$ cat src/rtl/alu_arbiter.sv
// Round-robin arbiter sharing one combinational ALU between NREQ requesters.
// Each granted op is held on the ALU for a per-op cycle count and returned on one tagged response.
module alu_arbiter #(
  parameter int unsigned N          = 32,
  parameter int unsigned NREQ       = 2,
  parameter int unsigned MULDIV_LAT = 4,
  localparam int unsigned IDW       = (NREQ > 1) ? $clog2(NREQ) : 1
) (
  input  logic              clk,
  input  logic              rst_n,
  input  logic [NREQ-1:0]   req_valid,
  output logic [NREQ-1:0]   req_ready,
  input  logic [NREQ*N-1:0] req_a,
  input  logic [NREQ*N-1:0] req_b,
  input  logic [NREQ*6-1:0] req_op,
  output logic              rsp_valid,
  input  logic              rsp_ready,
  output logic [IDW-1:0]    rsp_id,
  output logic [N-1:0]      rsp_result,
  output logic [3:0]        rsp_flags,
  output logic              rsp_err,
  output logic [N-1:0]      alu_a,
  output logic [N-1:0]      alu_b,
  output logic [5:0]        alu_control,
  input  logic [N-1:0]      alu_salida,
  input  logic [3:0]        alu_flags
);

  localparam int unsigned CW = $clog2(MULDIV_LAT + 1);

  localparam logic [5:0] OpAdd = 6'b000001;
  localparam logic [5:0] OpSub = 6'b000010;
  localparam logic [5:0] OpDiv = 6'b000100;
  localparam logic [5:0] OpMul = 6'b000101;
  localparam logic [5:0] OpAnd = 6'b000110;
  localparam logic [5:0] OpOr  = 6'b000111;

  typedef enum logic [1:0] {StIdle, StExec, StResp} state_e;

  state_e          state_q, state_d;
  logic [IDW-1:0]  ptr_q, ptr_d;
  logic [N-1:0]    a_q, a_d, b_q, b_d;
  logic [5:0]      op_q, op_d;
  logic [IDW-1:0]  id_q, id_d;
  logic [CW-1:0]   cnt_q, cnt_d;
  logic [N-1:0]    res_q, res_d;
  logic [3:0]      flags_q, flags_d;
  logic            err_q, err_d;

  logic            grant_found;
  logic [IDW-1:0]  grant_idx;
  logic [NREQ-1:0] grant_oh;
  int unsigned     cand;
  logic [N-1:0]    sel_a, sel_b;
  logic [5:0]      sel_op;
  logic            sel_legal, sel_err, sel_muldiv;

  // First valid requester at or after the pointer, wrapping around.
  always_comb begin
    grant_found = 1'b0;
    grant_idx   = '0;
    grant_oh    = '0;
    cand        = 0;
    for (int unsigned k = 0; k < NREQ; k++) begin
      cand = (32'(ptr_q) + k) % NREQ;
      if (!grant_found && req_valid[cand[IDW-1:0]]) begin
        grant_found                = 1'b1;
        grant_idx                  = cand[IDW-1:0];
        grant_oh[cand[IDW-1:0]]    = 1'b1;
      end
    end
  end

  assign sel_a  = req_a[32'(grant_idx)*N +: N];
  assign sel_b  = req_b[32'(grant_idx)*N +: N];
  assign sel_op = req_op[32'(grant_idx)*6 +: 6];

  always_comb begin
    unique case (sel_op)
      OpAdd, OpSub, OpDiv, OpMul, OpAnd, OpOr: sel_legal = 1'b1;
      default:                                 sel_legal = 1'b0;
    endcase
  end

  assign sel_muldiv = (sel_op == OpDiv) || (sel_op == OpMul);
  assign sel_err    = !sel_legal || ((sel_op == OpDiv) && (sel_b == '0));

  // FSM: state register
  always_ff @(posedge clk or negedge rst_n) begin
    if (!rst_n) begin
      state_q <= StIdle;
    end else begin
      state_q <= state_d;
    end
  end

  // FSM: next state
  always_comb begin
    state_d = state_q;
    unique case (state_q)
      StIdle: if (grant_found) state_d = sel_err ? StResp : StExec;
      StExec: if (cnt_q == CW'(1)) state_d = StResp;
      StResp: if (rsp_ready) state_d = StIdle;
      default: state_d = StIdle;
    endcase
  end

  // FSM: outputs
  always_comb begin
    req_ready   = '0;
    rsp_valid   = 1'b0;
    alu_a       = '0;
    alu_b       = '0;
    alu_control = '0;
    unique case (state_q)
      StIdle: req_ready = grant_oh;
      StExec: begin
        alu_a       = a_q;
        alu_b       = b_q;
        alu_control = op_q;
      end
      StResp: rsp_valid = 1'b1;
      default: ;
    endcase
  end

  assign rsp_id     = id_q;
  assign rsp_result = res_q;
  assign rsp_flags  = flags_q;
  assign rsp_err    = err_q;

  always_comb begin
    ptr_d   = ptr_q;
    a_d     = a_q;
    b_d     = b_q;
    op_d    = op_q;
    id_d    = id_q;
    cnt_d   = cnt_q;
    res_d   = res_q;
    flags_d = flags_q;
    err_d   = err_q;
    unique case (state_q)
      StIdle: begin
        if (grant_found) begin
          a_d   = sel_a;
          b_d   = sel_b;
          op_d  = sel_op;
          id_d  = grant_idx;
          ptr_d = (32'(grant_idx) == NREQ - 1) ? '0 : grant_idx + IDW'(1);
          if (sel_err) begin
            res_d   = '0;
            flags_d = '0;
            err_d   = 1'b1;
          end else begin
            cnt_d = sel_muldiv ? CW'(MULDIV_LAT) : CW'(1);
            err_d = 1'b0;
          end
        end
      end
      StExec: begin
        cnt_d = cnt_q - CW'(1);
        if (cnt_q == CW'(1)) begin
          res_d = alu_salida;
          // Only add/sub produce meaningful flags for the consumer.
          flags_d = ((op_q == OpAdd) || (op_q == OpSub)) ? alu_flags : 4'b0000;
        end
      end
      default: ;
    endcase
  end

  always_ff @(posedge clk or negedge rst_n) begin
    if (!rst_n) begin
      ptr_q   <= '0;
      a_q     <= '0;
      b_q     <= '0;
      op_q    <= '0;
      id_q    <= '0;
      cnt_q   <= '0;
      res_q   <= '0;
      flags_q <= '0;
      err_q   <= 1'b0;
    end else begin
      ptr_q   <= ptr_d;
      a_q     <= a_d;
      b_q     <= b_d;
      op_q    <= op_d;
      id_q    <= id_d;
      cnt_q   <= cnt_d;
      res_q   <= res_d;
      flags_q <= flags_d;
      err_q   <= err_d;
    end
  end

endmodule

$ cat config.mk
export PLATFORM = sky130hd
export DESIGN_NAME = alu_arbiter
export DESIGN_NICKNAME = d
export VERILOG_FILES = /design/src/rtl/alu_arbiter.sv
export SDC_FILE = /design/constraint.sdc
export NUM_CORES = 1
export LEC_CHECK = 0
export ABC_CLOCK_PERIOD_IN_PS = 2120
export BUFFER_PORTS_ARGS = -buffer_cell sky130_fd_sc_hd__buf_2
export CORE_AREA = 3 3 115 117
export DETAILED_ROUTE_END_ITERATION = 7
export DIE_AREA = 0 0 118 120
export PLACE_DENSITY = 0.79
export SLEW_MARGIN = 20
export SYNTH_ARGS = -nofsm -noshare
export SYNTH_HDL_FRONTEND = slang
export SYNTH_SLANG_ARGS = --single-unit
$ cat constraint.sdc
create_clock -name clk -period 2.12 [get_ports clk]
set_input_delay 0.212 -clock clk [delete_from_list [all_inputs] [get_ports clk]]
set_output_delay 0.212 -clock clk [all_outputs]
set_load 0.02 [all_outputs]
==> results of run 1 <==
power by group through the flow:
| stage | Clock, mW | Combinational, mW | Sequential [mW] |
|---|---|---|---|
| after floorplan | 0 | 1.72 | 3.22 |
| after global placement | 0 | 2.48 | 3.31 |
| after detailed placement | 0 | 2.54 | 3.32 |
| after CTS | 2.91 | 2.58 | 3.31 |
| after global routing | 3.01 | 2.90 | 3.41 |
| final | 2.86 | 2.56 | 3.31 |
worst paths after layout:
| kind | slack (ns) | cells after the start | end |
|---|---|---|---|
| max in group asynchronous | 1.16 | 3 | rsp_result[2] |
| max | 0.09 | 6 | rsp_result[8] |
| max reg2reg | 0.09 | 6 | rsp_result[8] |
| min in group asynchronous | 0.32 | 2 | b_q[15] |
| min reg2reg | 0.47 | 2 | b_q[10] |
| min | 0.02 | 3 | rsp_result[30] |
per-stage QoR:
| stage | area, µm² | hold WS, ns | worst slack (ns) | power, mW |
|---|---|---|---|---|
| after floorplan | 5660 | -0.0836 | 0.207 | 4.94 |
| after global placement | 7370 | 0.223 | -0.0119 | 5.79 |
| after detailed placement | 7370 | 0.228 | -0.0427 | 5.86 |
| after CTS | 8170 | 0.0000787 | 0.0652 | 8.79 |
| after global routing | 8180 | 0.0138 | 0.00297 | 9.33 |
| final | 8180 | 0.0161 | 0.0936 | 8.74 |
kinds of logic after synthesis:
| kind of cell | Yosys count | synth area share, % |
|---|---|---|
| and+or+nand+nor | 231 | 20.2 |
| AOI/OAI and AO/OA | 129 | 15.4 |
| DFF | 114 | 50.4 |
| buffers and inverters | 86 | 6.19 |
| muxes | 39 | 6.92 |
| xor gates and xnor gates | 3 | 0.464 |
| adders and majority gates | 2 | 0.442 |
sequential cells by signal, summed over array words and instances (netlist names):
| signal | cells |
|---|---|
| rsp_result | 32 |
| state_q | 2 |
| cnt_q | 3 |
| rsp_id | 1 |
| rsp_err | 1 |
| b_q | 32 |
| rsp_flags | 4 |
| a_q | 32 |
| op_q | 6 |
| ptr_q | 1 |
placed cells by master (no fill, tap or decap), types with 2 or more instances in the layout:
| cell | count |
|---|---|
| a21o_1 | 2 |
| a21oi_1 | 2 |
| a222oi_1 | 32 |
| a311oi_1 | 3 |
| and2_1 | 71 |
| and3_1 | 2 |
| buf_12 | 5 |
| buf_2 | 290 |
| buf_4 | 15 |
| bufinv_16 | 3 |
| clkbuf_1 | 6 |
| clkbuf_16 | 17 |
| clkbuf_8 | 3 |
| clkinv_2 | 2 |
| dfrtp_1 | 114 |
| dlygate4sd3_1 | 20 |
| ha_1 | 2 |
| inv_1 | 42 |
| mux2i_1 | 38 |
| nand2_1 | 110 |
| nand3_1 | 7 |
| nand4_1 | 2 |
| nor2_1 | 6 |
| nor2_2 | 2 |
| nor2b_1 | 2 |
| nor3_1 | 4 |
| nor4_1 | 16 |
| o2111ai_1 | 2 |
| o21ai_0 | 64 |
| o21ai_1 | 11 |
| o31ai_1 | 5 |
| or4_1 | 2 |
| xor2_1 | 2 |
metal layers:
layer	track usage (%)	share of wire, %	vias up
met1	31.2	40	2649
met4	9.38	1.5	0
met5	0	0	-
li1	-	-	2711
met2	40.9	51	219
met3	7.54	7.8	21
worst reg2reg max path, cell delays in order, from the launching register on:
cell and delay (ns):
dfrtp_1 0.44, nand2b_1 0.18, nand3_1 0.08, or4_1 0.59, a31oi_4 0.24, buf_12 0.20
o21ai_0 0.15
what timing repair did:
| action | in CTS | in global routing |
|---|---|---|
| endpoints found under the setup margin | 2 | 2 |
| resized for setup | 1 | 2 |
| hold buffers | 20 | 0 |
| hold endpoints to repair | 57 | 0 |
| setup buffers | 1 | 0 |
layout make-up:
type                    count  area, µm²  share of cell area, %
multi-input cells         404       2500                   30.6
well taps                 172        215                   2.63
inverters                  42        158                   1.93
flip-flops and latches    114       2850                   34.9
repair buffers            330       1860                   22.8
clock buffers              26        489                   5.98
clock inverters             5        100                   1.22
==> qor.yml, run 1 <==
outcome:
  outcome: "complete, no violations"
logic_synthesis:
  yosys.cell_types.count: 38
  ys_top_cells_by_area: "dfrtp_1 (50%), and2_1 (7.8%), nand2_1 (7.4%)"
  synth-seq-cells: 114
  ys_seq_area_share_pct: 50.4
  yosysTopAreaCell: "dfrtp_1"
  async_reset_ff_share_pct: 100
  synthesis.area_um2: 5660
  ys_warn_count: 0
  synth_enable_flop_cells: 0
  yosys-top-cells-count: "dfrtp_1 (114), nand2_1 (111), and2_1 (71)"
  synth_nets: 787
  avgSynthCellArea_um2: 9.37
  dominantRegCellSynth: "dfrtp_1"
  syn-instance-count: 604
  post-synth-top-count-cell: "dfrtp_1"
  synth_top_area_share_pct: 50.4
timing:
  fin_skew_ns: 0.00862
  drv_slew: 0
  fmax_mhz: 493
  tns_ns: 0
  final-hold-violation-count: 0
  slew_headroom_pct: 64.9
  rsz0062_at_grt: "no"
  tightest_slew_ns: 0.527
  min_period_over_period_pct: 95.6
  finalSetupViolations: 0
  period_needed_ns: 2.03
critical_path:
  crit_slowest_cell: "or4_1"
  path_class: "reg2reg"
  startpoint_type: "flip-flop"
  crit_family: "simple AND/OR/NAND/NOR gates"
  crit_arrival_ns: 2.31
  crit_buf_inv: 1
  worstPathMaxFanout: 37
  cp-startpoint: "ptr_q"
  critPathCaptureType: "flip-flop"
  slowest_delay_ns: 0.59
  crit_chain: "nand2b_1 -> nand3_1 -> or4_1 -> a31oi_4 -> buf_12 -> o21ai_0"
  timing.rr.start: "ptr_q"
  crit_required_ns: 2.40
clock_network:
  cts.sinks: 114
  cts_tree: "yes"
  h-tree-depth: 4
  cts.path.max_buffers: 2
  worstSkewPairLatency_ns: 0.41
  clkTransAtPathRegs_ns: 0.05
  root_buffer: "clkbuf_16"
  cts_buffers: 17
pwr:
  power_frac_clock_pct: 32.7
  powerDensity_nw_per_um2: 1070
  p_leak_nw: 4.47
  power_frac_seq_pct: 37.9
  intPower_mw: 5.90
  swShare_pct: 32.5
  combinationalPowerShare_pct: 29.3
  switching_power_mw: 2.84
  max-vdd-ir-drop_v: 0.000672
job:
  drv_cap: 0
global_route:
  gr-total-overflow: 0
  grt_start_max_net_pins: 64
  grt_pass1_vias: 5549
  track_usage_pct: 24.9
  antenna_found_initial: 0
  grt_pass1_wl_mm: 28.0
route:
  dr_total_vias: 5600
  totalWireLength_mm: 17.3
  wl_per_cell_um: 15.9
  first_pass_iters: 6
  ant_nets: 0
  via_per_inst: 5.12
  drt-initial-drc-count: 493
  drcViolationCount: 0
cells_and_area:
  n_antenna_cell: 0
  instances_no_fill: 1093
  post-route-util_pct: 65.6
  drive_gt1_share_pct: 37.4
  nFillCells: 1032
  nets: 1092
  area_growth_pct: 44.4
placement:
  dpl.cell_count: 1041
  dpl.hpwl_mm: 12.6
  routabilityCongestion: 0.896
  place.port_buffers: 291
floorplanning:
  initial_core_util_pct: 45.4
  ios: 292
  std_cell_rows: 41
  die_y_um: 120
  dieWidth_um: 118
  core_area_um2: 12500
  die_area_um2: 14200
worst_hold_path:
  worstHoldStart: "alu_salida[30]"
  hp-class: "in2reg"
No activity file was read; power rests on OpenSTA's default activity.
==> inputs of run 2 (changes only) <==
--- a/config.mk
+++ b/config.mk
@@ -5,7 +5,7 @@
 export SDC_FILE = /design/constraint.sdc
 export NUM_CORES = 1
 export LEC_CHECK = 0
-export ABC_CLOCK_PERIOD_IN_PS = 2120
+export ABC_CLOCK_PERIOD_IN_PS = 1950
 export BUFFER_PORTS_ARGS = -buffer_cell sky130_fd_sc_hd__buf_2
 export CORE_AREA = 3 3 115 117
 export DETAILED_ROUTE_END_ITERATION = 7
==> constraint.sdc (replaced) <==
create_clock -name clk -period 1.95 [get_ports clk]
set_input_delay 0.195 -clock clk [delete_from_list [all_inputs] [get_ports clk]]
set_output_delay 0.195 -clock clk [all_outputs]
set_load 0.02 [all_outputs]
==> run 2 against run 1 <==
The flow now finishes with violations (DRC); sequential cell count unchanged; cell count grew 1.4%; sequential power is 8.5% higher; core utilization rose by 2.0 points; clock skew is 0.0027 ns lower; via count increased by 2.3%; worst hold slack improved by 0.0016 ns; sequential share of layout area is 1.0 points lower; cell area rose by 3.0%; die area did not move; critical path depth stayed put; setup slack worse by 0.0053 ns.
==> qor.yml, run 2 (synthesized netlist as in run 1, its figures left out) <==
placement:
  post-place-ws_ns: -0.184  # -0.141 ns
  placed_area_um2: 7520  # +2.1%
  routabilityCongestion: 0.893  # -0.33%
  dpl.hpwl_mm: 12.8  # +1.4%
  place.port_buffers: 291  # unchanged
clock_network:
  cts.sinks: 114  # unchanged
  clkTransAtPathRegs_ns: 0.05  # about the same
  h-tree-depth: 4  # unchanged
  cts_buffers: 17  # unchanged
  root_buffer: "clkbuf_16"
  worstSkewPairLatency_ns: 0.40  # about the same
  cts.path.max_buffers: 2  # unchanged
  cts_tree: "yes"
route:
  drcViolationCount: 10  # +10
  ant_nets: 0  # unchanged
  dr_total_vias: 5730  # +2.3%
  wl_per_cell_um: 16.3  # +2.6%
  first_pass_iters: 8  # +2
  via_per_inst: 5.17  # +0.94%
  drt-initial-drc-count: 457  # -7.3%
  totalWireLength_mm: 18.0  # +4.0%
floorplanning:
  die_y_um: 120  # unchanged
  core_area_um2: 12500  # unchanged
  ios: 292  # unchanged
  dieWidth_um: 118  # unchanged
  std_cell_rows: 41  # unchanged
  initial_core_util_pct: 45.4  # unchanged
  die_area_um2: 14200  # unchanged
pwr:
  intPower_mw: 6.55  # +11%
  switching_power_mw: 3.14  # +10%
  max-vdd-ir-drop_v: 0.000657  # -2.2%
  swShare_pct: 32.4  # -0.14 points
  power_frac_clock_pct: 31.8  # -0.9 points
  p_leak_nw: 4.59  # +2.9%
  power_frac_seq_pct: 37.1  # -0.8 points
  power_mw: 9.69  # +11%
  powerDensity_nw_per_um2: 1150  # +7.6%
  combinationalPowerShare_pct: 31.1  # +1.8 points
outcome:
  outcome: "complete, but fails checks"
  violations: "DRC"
cells_and_area:
  nFillCells: 973  # -5.7%
  drive_gt1_share_pct: 39.1  # +1.8 points
  nets: 1108  # +1.5%
  seqCellArea_um2: 2850  # unchanged
  n_antenna_cell: 0  # unchanged
  multiInputGateArea_um2: 2540  # +1.7%
  layout_common_cells: "buf_2 (289), dfrtp_1 (114), nand2_1 (110)"
  area_growth_pct: 48.8
  final_common_cell: "buf_2"
  fin_area_um2: 8430  # +3.0%
critical_path:
  crit_required_ns: 1.75  # -0.65 ns
  reg2reg_to: "rsp_result[12]"
  endpoint: "req_ready[1]"
  rr_worst_depth: 6  # unchanged
  crit_arrival_ns: 1.67  # -0.64 ns
  worstPathMaxFanout: 17  # -54%
  timing.rr.start: "ptr_q"
  critPathCaptureType: "output pin"
  startpoint_type: "flip-flop"
  path_class: "reg2out"
  r2r_slack_ns: 0.09  # about the same
  cp-startpoint: "ptr_q"
worst_hold_path:
  worstHoldStart: "alu_salida[7]"
  hp-class: "in2reg"
timing:
  fmax_mhz: 537
  drv_slew: 0  # unchanged
  min_period_over_period_pct: 95.5
  period_needed_ns: 1.86
  final-hold-violation-count: 0  # unchanged
  fin_skew_ns: 0.00588  # -0.00273 ns
  postLayoutSetupSlackWorst_ns: 0.0883  # -0.00535 ns
  slew_headroom_pct: 68.2  # +3.3 points
  whs_ns: 0.0177  # +0.00165 ns
  finalSetupViolations: 0  # unchanged
  tightest_slew_ns: 0.477  # -0.0499 ns
  tns_ns: 0  # unchanged
global_route:
  grt_pass1_wl_mm: 28.5  # +1.8%
  antenna_found_initial: 0  # unchanged
  grt_pass1_vias: 5662  # +2.0%
  track_usage_pct: 25.2  # +0.32 points
  grt_start_max_net_pins: 67  # +4.7%
  gr-total-overflow: 0  # unchanged
job:
  drv_cap: 0  # unchanged
## run 2: cell types whose count changed in the layout (fill, tap and decap cells not counted), moves of 2 or more
| cell | before | now |
|---|---|---|
| clkbuf_8 | 3 | 7 |
| a311oi_2 | 0 | 2 |
| clkbuf_1 | 6 | 2 |
| buf_12 | 5 | 9 |
| buf_4 | 15 | 25 |
| nor2_4 | 0 | 2 |
| nor2_2 | 2 | 0 |
| a311oi_1 | 3 | 1 |
## run 2: through the flow
stage,std cells,util (%)
global placement,1055,60.4
global route,1108,67.6
CTS,1105,67.0
detailed placement,1055,60.4
floorplan,604,-
finish,1108,67.6
## run 2: per-layer routing
metal	vias to the layer above	track usage, %	wire, µm
met5	-	0	0
met2	229	43.1	9190
met4	0	9.23	369
li1	2757	-	-
met1	2718	31.0	7240
met3	26	6.46	1220
## run 2: cell type report
type | instances | area share [%]
repair buffers | 346 | 24.5
well taps | 172 | 2.55
clock inverters | 4 | 0.832
flip-flops and latches | 114 | 33.9
clock buffers | 26 | 6.28
multi-input cells | 404 | 30.1
inverters | 42 | 1.87
## run 2: worst min-delay path by stage
stage                                end  slack [ns]  cells past startpoint
after floorplan                   a_q[0]       -0.10                      0
after CTS                        a_q[31]       0.001                      3
final                      rsp_result[7]        0.02                      3
after global placement           b_q[15]        0.18                      1
after detailed placement         b_q[15]        0.18                      1
after global routing      rsp_result[15]        0.01                      3
## run 2: power groups by stage
stage	Sequential, mW	Clock (mW)	Combinational [mW]
floorplan	3.51	0	1.87
global placement	3.58	0	2.80
detailed placement	3.59	0	2.87
CTS	3.59	3.15	2.94
global route	3.69	3.25	3.37
finish	3.59	3.08	3.02
## run 2: timing repair
item | 4_1_cts | 5_1_grt
hold endpoints to repair | 51 | 1
pin swaps | 0 | 1
hold buffers | 20 | 1
endpoints found under the setup margin | 2 | 71
gates resized for setup | 6 | 6
gates cloned | 0 | 1
buffers inserted | 0 | 1
## run 2: critical path, cell delays in order, from the launching register on
cell	delay [ns]
dfrtp_1	0.36
nand2b_4	0.14
buf_4	0.14
nand2_4	0.13
nor2_4	0.17
buf_12	0.16
buf_4	0.16
==> inputs of run 3 (changes only) <==
--- a/config.mk
+++ b/config.mk
@@ -10,7 +10,7 @@
 export CORE_AREA = 3 3 115 117
 export DETAILED_ROUTE_END_ITERATION = 7
 export DIE_AREA = 0 0 118 120
-export PLACE_DENSITY = 0.79
+export PLACE_DENSITY = 0.8
 export SLEW_MARGIN = 20
 export SYNTH_ARGS = -nofsm -noshare
 export SYNTH_HDL_FRONTEND = slang
==> run 3 against run 2 <==
The flow now finishes without violations; clock power increased by 6.8%; first-iteration DRC count increased by 1.3%; setup slack got worse by 0.038 ns; wire length increased by 5.4%; clock skew increased by 0.00081 ns; sequential share of layout area decreased by 0.89 points; sequential cell count unchanged; fmax decreased by 2.0%; non-clock buffer count increased by 19; via count increased by 3.4%.
==> qor.yml, run 3 (synthesized netlist as in run 1, its figures left out) <==
global_route:
  track_usage_pct: 26.3  # +1.1 points
  grt_pass1_vias: 5849  # +3.3%
  grt_pass1_wl_mm: 29.6  # +3.7%
  grt_start_max_net_pins: 69  # +3.0%
  gr-total-overflow: 0  # unchanged
  antenna_found_initial: 1  # +1
cells_and_area:
  drive_gt1_share_pct: 38.6  # -0.54 points
  post-route-util_pct: 69.4  # +1.8 points
  area_growth_pct: 52.9
  layout_common_cells: "buf_2 (289), dfrtp_1 (113), nand2_1 (110)"
  final_common_cell: "buf_2"
  n_antenna_cell: 0  # unchanged
  nets: 1127  # +1.7%
floorplanning:
  initial_core_util_pct: 45.4  # unchanged
  std_cell_rows: 41  # unchanged
  core_area_um2: 12500  # unchanged
  die_y_um: 120  # unchanged
  dieWidth_um: 118  # unchanged
  ios: 292  # unchanged
  die_area_um2: 14200  # unchanged
placement:
  routabilityCongestion: 0.915  # +2.4%
  post-place-ws_ns: -0.202  # -0.0183 ns
  dpl.hpwl_mm: 12.7  # -0.39%
  place.port_buffers: 291  # unchanged
route:
  dr_total_vias: 5926  # +3.4%
  drt-initial-drc-count: 463  # +1.3%
  ant_nets: 0  # unchanged
  first_pass_iters: 7  # -1
  totalWireLength_mm: 19.0  # +5.4%
  wl_per_cell_um: 16.8  # +3.5%
  drcViolationCount: 0  # -10
  met3_length_mm: 1.40  # +14%
  via_per_inst: 5.25  # +1.5%
  dr.max_layer_used: "met5"
  dr_wl_met2_mm: 9.68  # +5.3%
  m1WireLength_mm: 7.29  # +0.69%
pwr:
  powerDensity_nw_per_um2: 1170  # +1.6%
  p_leak_nw: 4.68  # +1.8%
  max-vdd-ir-drop_v: 0.000703  # +6.9%
  power_mw: 10.1  # +4.3%
clock_network:
  cts.path.max_buffers: 2  # unchanged
  root_buffer: "clkbuf_16"
  h-tree-depth: 4  # unchanged
  worstSkewPairLatency_ns: 0.41  # about the same
  cts_buffers: 17  # unchanged
  cts_tree: "yes"
  cts.sinks: 114  # unchanged
  clkTransAtPathRegs_ns: 0.05  # about the same
critical_path:
  r2r_slack_ns: 0.05  # -0.04 ns
  critPathCaptureType: "flip-flop"
  crit_arrival_ns: 2.21  # +0.54 ns
  path_class: "reg2reg"
  worstPathMaxFanout: 5  # -12
  startpoint_type: "flip-flop"
  crit_required_ns: 2.26  # +0.51 ns
timing:
  drv_slew: 0  # unchanged
  min_period_over_period_pct: 97.4  # +2.0 points
  tightest_slew_ns: 0.467  # -0.00947 ns
  fmax_mhz: 526  # -2.0%
  slew_headroom_pct: 68.5  # +0.34 points
  finalSetupViolations: 0  # unchanged
  tns_ns: 0  # unchanged
  final-hold-violation-count: 0  # unchanged
  postLayoutSetupSlackWorst_ns: 0.0501  # -0.0382 ns
  period_needed_ns: 1.90  # +0.0382 ns
  fin_skew_ns: 0.00670  # +0.000813 ns
job:
  drv_cap: 0  # unchanged
outcome:
  outcome: "complete, no violations"
worst_hold_path:
  hp-class: "in2reg"
## run 3: cell types whose count changed in the layout (fill, tap and decap cells not counted), sizes merged
cell,previous run,this run
dlygate4sd3,21,39
clkbuf,27,24
bufinv,2,4
clkinv,2,4
clkinvlp,0,2
## run 3: repair_timing
action	in CTS	in global routing
setup endpoints to repair	4	17
gates cloned	1	2
resized for setup	5	7
buffers inserted	1	3
pin swaps	1	3
hold buffers	39	0
hold endpoints to repair	62	0
## run 3: worst paths after layout
path	from	endpoint	depth (start not counted)
worst max-delay path	ptr_q	cnt_q[2]	6
worst min-delay path	alu_salida[18]	rsp_result[18]	3
worst max register to register	ptr_q	cnt_q[2]	6
worst min register to register	b_q[30]	b_q[30]	2
max in group asynchronous	rst_n	a_q[0]	3
min in group asynchronous	rst_n	rsp_result[29]	2
## run 3: cell type report
class	count	area [µm²]
Clock buffer	22	474
Tap cell	172	215
Timing Repair Buffer	365	2270
Sequential cell	114	2850
Inverter	42	158
Clock inverter	10	155
Fill cell	973	3810
Multi-Input combinational cell	404	2530
## run 3: layer usage
metal,vias to the layer above,track usage [%]
met5,-,0
met4,2,12.7
met3,48,6.08
met2,333,45.8
met1,2760,30.8
li1,2783,-
## run 3: power breakdown
group          internal [mW]  switching [mW]
clock network           2.23            1.06
registers               3.17           0.442
logic                   1.41            1.79
total                   6.81            3.30
## run 3: metrics by stage
| step | area (µm²) | instances | hold WS, ns |
|---|---|---|---|
| detailed placement | 7470 | 1051 | 0.127 |
| floorplan | 5660 | 604 | -0.101 |
| finish | 8660 | 1129 | 0.0150 |
| global placement | 7470 | 1051 | 0.128 |
| global route | 8660 | 1129 | 0.0129 |
| CTS | 8550 | 1124 | 0.000289 |
## run 3: worst max-delay path, stage by stage (launching register included)
cell and delay [ns]:
dfrtp_1 0.37, nand2b_1 0.15, nand3_1 0.09, or4_4 0.56, buf_4 0.17, and3_1 0.20
a311oi_2 0.26
